`src/rtl/muldiv_unit.sv`:
```
// rtl/muldiv_unit.sv - multi-cycle signed/unsigned multiply and restoring divide unit
module muldiv_unit #(
  parameter int WIDTH      = 32,
  parameter int MUL_STAGES = 2
) (
  input  logic             clk,
  input  logic             rst,
  input  logic             start_i,
  input  logic [1:0]       op_i,
  input  logic [WIDTH-1:0] a_i,
  input  logic [WIDTH-1:0] b_i,
  input  logic             annul_i,
  output logic             ready_o,
  output logic             busy_o,
  output logic             valid_o,
  output logic [WIDTH-1:0] hi_o,
  output logic [WIDTH-1:0] lo_o
);
  localparam int CW       = $clog2(WIDTH);
  localparam int LAST_MUL = (MUL_STAGES > 1) ? MUL_STAGES - 2 : 0;

  typedef enum logic [1:0] {IDLE, MUL, DIV, DONE} state_t;

  state_t           state;
  logic [CW-1:0]    cnt;
  logic [WIDTH-1:0] divisor, quo, rem;
  logic             q_neg, r_neg;

  logic               accept, is_signed, is_div, a_neg, b_neg;
  logic [WIDTH-1:0]   mag_a, mag_b;
  logic [2*WIDTH-1:0] ext_a, ext_b, prod_now, mul_res;
  logic [WIDTH:0]     rem_shift, diff;
  logic [WIDTH-1:0]   q_next, r_next;

  assign accept    = start_i & ready_o & ~annul_i;
  assign is_signed = ~op_i[0];
  assign is_div    = op_i[1];
  assign a_neg     = is_signed & a_i[WIDTH-1];
  assign b_neg     = is_signed & b_i[WIDTH-1];
  assign mag_a     = a_neg ? -a_i : a_i;
  assign mag_b     = b_neg ? -b_i : b_i;
  assign ext_a     = {{WIDTH{a_neg}}, a_i};
  assign ext_b     = {{WIDTH{b_neg}}, b_i};
  assign prod_now  = ext_a * ext_b;
  assign busy_o    = ~ready_o;

  // Restoring step: keep the shifted remainder whenever the trial subtract borrows
  assign rem_shift = {rem, quo[WIDTH-1]};
  assign diff      = rem_shift - {1'b0, divisor};
  assign q_next    = {quo[WIDTH-2:0], ~diff[WIDTH]};
  assign r_next    = diff[WIDTH] ? rem_shift[WIDTH-1:0] : diff[WIDTH-1:0];

  // The hi/lo register is the last product stage, so the pipe holds MUL_STAGES-1 entries
  generate
    if (MUL_STAGES > 1) begin : g_mul_pipe
      logic [2*WIDTH-1:0] pipe [MUL_STAGES-1];
      always_ff @(posedge clk) begin
        pipe[0] <= prod_now;
        for (int i = 1; i < MUL_STAGES - 1; i++) pipe[i] <= pipe[i-1];
      end
      assign mul_res = pipe[MUL_STAGES-2];
    end else begin : g_mul_direct
      assign mul_res = prod_now;
    end
  endgenerate

  always_ff @(posedge clk) begin
    if (rst) begin
      state   <= IDLE;
      ready_o <= 1'b1;
      valid_o <= 1'b0;
      hi_o    <= '0;
      lo_o    <= '0;
      cnt     <= '0;
      divisor <= '0;
      quo     <= '0;
      rem     <= '0;
      q_neg   <= 1'b0;
      r_neg   <= 1'b0;
    end else begin
      valid_o <= 1'b0;
      case (state)
        IDLE: if (accept) begin
          cnt     <= '0;
          divisor <= mag_b;
          quo     <= mag_a;
          rem     <= '0;
          q_neg   <= a_neg ^ b_neg;
          r_neg   <= a_neg;
          ready_o <= 1'b0;
          if (!is_div) begin
            if (MUL_STAGES == 1) begin
              {hi_o, lo_o} <= mul_res;
              valid_o      <= 1'b1;
              state        <= DONE;
            end else begin
              state <= MUL;
            end
          end else if (b_i == '0) begin
            hi_o    <= a_i;
            lo_o    <= '1;
            valid_o <= 1'b1;
            state   <= DONE;
          end else begin
            state <= DIV;
          end
        end
        MUL: if (annul_i) begin
          state   <= IDLE;
          ready_o <= 1'b1;
        end else if (cnt == CW'(LAST_MUL)) begin
          {hi_o, lo_o} <= mul_res;
          valid_o      <= 1'b1;
          state        <= DONE;
        end else begin
          cnt <= cnt + CW'(1);
        end
        DIV: if (annul_i) begin
          state   <= IDLE;
          ready_o <= 1'b1;
        end else begin
          quo <= q_next;
          rem <= r_next;
          if (cnt == CW'(WIDTH - 1)) begin
            hi_o    <= r_neg ? -r_next : r_next;
            lo_o    <= q_neg ? -q_next : q_next;
            valid_o <= 1'b1;
            state   <= DONE;
          end else begin
            cnt <= cnt + CW'(1);
          end
        end
        DONE: begin
          state   <= IDLE;
          ready_o <= 1'b1;
        end
        default: begin
          state   <= IDLE;
          ready_o <= 1'b1;
        end
      endcase
    end
  end
endmodule
```
`config.mk`:
```
export PLATFORM = sky130hd
export DESIGN_NAME = muldiv_unit
export DESIGN_NICKNAME = d
export VERILOG_FILES = /design/src/rtl/muldiv_unit.sv
export SDC_FILE = /design/constraint.sdc
export NUM_CORES = 2
export LEC_CHECK = 0
export BUFFER_PORTS_ARGS = -buffer_cell sky130_fd_sc_hd__buf_2
export CAP_MARGIN = 20
export CORE_MARGIN = 2
export CORE_UTILIZATION = 40
export CTS_CLUSTER_SIZE = 8
export DETAILED_ROUTE_END_ITERATION = 12
export PLACE_DENSITY_LB_ADDON = 0.1
export SYNTH_ARGS = -nofsm -noshare
export SYNTH_HDL_FRONTEND = slang
export SYNTH_SLANG_ARGS = --single-unit
```
`constraint.sdc`:
```
create_clock -name clk -period 9.6 [get_ports clk]
set_input_delay 1.44 -clock clk [delete_from_list [all_inputs] [get_ports clk]]
set_output_delay 1.44 -clock clk [all_outputs]
set_load 0.1 [all_outputs]
```
==> impl_metrics.yaml <==
detailed_routing:
  ant_nets: 0
  routed_wl_um: 180000
  wire_per_inst_um: 23.1
  detail_route.vias_per_cell: 5.29
  first_pass_iters: 5
  num_vias: 41256
  drt-initial-drc-count: 3206
  drc: 0
logic_synthesis:
  synth_area_um2: 51800
  synth.yosys.seq_area_share: 0.0909
  synth_edf_count: 0
  synth.ff_latch_count: 235
  synthTopCellsByArea: "fa_1, dfxtp_1, inv_1"
  netlist_instances: 5991
  yosysUniqueCellTypes: 94
  syn_avg_cell_area_um2: 8.64
  synth_top_area_frac: 0.435
  yosysWarnings: 0
  synthArstFlopShare: 0
  synth_area_leader_cell: "fa_1"
  yosys_most_used_dff: "dfxtp_1"
  syn-num-nets: 7443
placement:
  portBuffers: 136
  finalWeightedCongestion: 0.897
  dp_hpwl_um: 148000
  placed_cell_area_um2: 55500
finish:
  area_growth_pct: 9.08
  stdcell_area_um2: 56500
  drive_gt1_frac: 0.0819
  final_net_count: 7491
clocking:
  clk_pin_slew_ns: 0.05
  clock_sinks: 235
  clockRootBuffer: "clkbuf_16"
  htreeDepth: 2
  cts_buffers: 35
  cts_buffer_depth: 3
  insertion_delay_ns: 0.55
  tritoncts: "built"
global_route:
  grt_pass1_vias: 43426
  antenna_found_initial: 24
  grtUsageTotal: 0.279
  met2_usage: 0.446
  grt_max_degree: 73
  grtUsageMet3: 0.0284
  grt_pass1_wl_um: 278000
  grt_busiest_layer: "met2"
  grt_use_met1: 0.407
  grt_overflow_total: 0
die:
  top_level_ports: 137
  start_util: 0.401
  dieArea_um2: 132000
  dieWidth_um: 364
  core_area_um2: 129000
  die_y_um: 364
  num_rows: 132
critical_path:
  end_kind: "register"
  worst-setup-path-type: "in2reg"
  path_delay_family: "adder cells"
  reg2reg_depth: 22
  ff2ff_setup_slack_ns: 2.76
  crit_buf_inv: 9
  crit_top_cell: "fa_1"
  worst-endpoint-required_ns: 10.07
  r2r-end: "hi_o[26]"
  critPathLaunchType: "input port"
  critPathArrivalTime_ns: 9.59
  slowest_delay_ns: 0.63
  reg2reg_from: "quo[31]"
  timing.critical_path.fanout_max: 20
  cp.depth: 30
  crit_path_top_delay_cell: "a2111oi_0"
sta:
  skew_ns: 0.0171
  fmax_ghz: 0.110
  slew_viol_final: 0
  relSlewSlack: 0.266
  hold_viol_final: 0
  setup_viol_count_final: 0
  period_share: 0.950
  period_minus_slack_ns: 9.12
  rsz0062_at_grt: "false"
  tightest_slew_ns: 1.10
  fin_hold_ws_ns: 0.454
hold_path:
  whs_endpoint: "hi_o[23]"
  hp-start: "hi_o[23]"
  hold_path_depth: 2
  hold_path.class: "reg2reg"
run:
  maxCapViolations: 0
status:
  status: "complete, no violations"
registers in the layout, summed over array words and instances (netlist names), 2 cells and up:
| signal | flops |
|---|---|
| g_mul_pipe.pipe | 64 |
| divisor | 32 |
| hi_o | 32 |
| lo_o | 32 |
| quo | 32 |
| rem | 32 |
| cnt | 5 |
| state | 2 |
routing by layer:
metal | part of all wire | vias up
li1 | - | 18367
met1 | 0.46 | 21454
met2 | 0.45 | 1203
met3 | 0.057 | 208
met4 | 0.026 | 24
met5 | 0.00082 | -
worst min-delay path, delay by kind of cell (launching register included):
family	cells	cell delay, ns
AND/OR/NAND/NOR	1	0.05
flip-flops	1	0.30
AO/OA/AOI/OAI	1	0.05
per-stage QoR:
stage | instances | worst slack [ns] | utilization | TNS [ns]
2_1_floorplan | 5991 | 0.0190 | - | 0
3_3_place_gp | 7743 | 0.00930 | 0.430 | 0
3_5_place_dp | 7744 | -0.124 | 0.430 | -0.296
4_1_cts | 7785 | 0.410 | 0.438 | 0
5_1_grt | 7787 | 0.0462 | 0.438 | 0
6_report | 7792 | 0.477 | 0.438 | 0
kinds of logic (layout without fill, tap and decap cells):
family                     count (synthesis)  after routing  share of synthesized area
adders and majority gates               1382           1382                      0.497
xor gates and xnor gates                 196            196                     0.0332
buffers and inverters                   1528           1580                      0.111
muxes                                     22             22                    0.00433
other                                      0              7                          0
and+or+nand+nor                         1868           1868                      0.166
AOI/OAI and AO/OA                        760            760                     0.0969
DFF                                      235            235                     0.0909
cells in the mapped netlist, drive strengths merged, types with 10 or more instances:
cell	number
or4	10
ha	256
and2	361
nor4	22
o31ai	30
nand2b	23
a22oi	14
o21bai	14
xor2	63
nor2	297
nand4	23
a31o	10
o21ai	145
buf	57
dfxtp	235
o21a	21
xnor2	133
fa	1126
a221oi	25
nand3	40
o41ai	15
nor3	39
and3	12
inv	1137
a211oi	55
clkbuf	333
or3	23
nand2	952
a21oi	212
o211ai	33
mux2i	19
nor2b	19
a21o	50
nand3b	11
a31oi	54
worst max-delay path by stage:
stage | from | endpoint | slack (ns)
floorplan | a_i[31] | g_mul_pipe.pipe[0][61] | 0.02
global placement | a_i[6] | g_mul_pipe.pipe[0][56] | 0.009
detailed placement | a_i[6] | g_mul_pipe.pipe[0][58] | -0.12
CTS | a_i[6] | g_mul_pipe.pipe[0][58] | 0.41
global route | a_i[10] | g_mul_pipe.pipe[0][58] | 0.05
finish | a_i[10] | g_mul_pipe.pipe[0][58] | 0.48
placed cells by master, fill, tap and decap left out, types with 23 or more instances in the layout:
cell / n
o211ai_1: 33
nand2_1: 952
a21o_1: 49
clkbuf_16: 36
nand2b_1: 23
ha_1: 253
xnor2_1: 133
nand3_1: 40
o21ai_0: 137
nor3_1: 37
o31ai_1: 28
buf_4: 246
a211oi_1: 54
xor2_1: 63
and2_1: 359
buf_2: 131
inv_1: 1135
a31oi_1: 54
dfxtp_1: 235
fa_1: 1125
a21oi_1: 210
nor2_1: 295
a221oi_1: 23
layout make-up:
type,instances,area (µm²)
inverters,1138,4280
repair buffers,401,2940
diodes,7,17.5
fillers,13002,72500
clock buffers,39,932
clock inverters,2,50.0
flip-flops and latches,235,4700
well taps,1742,2180
multi-input cells,4228,41400
what timing repair did:
action                                  CTS  global route
hold endpoints to repair                  0             0
hold buffers                              0             0
setup buffers                             0             0
endpoints found under the setup margin    0             2
gates resized for setup                   0             4
Power is left out: the tool's default activity adds up to more than one toggle a clock period on the data nets, which glitch-free logic cannot reach.
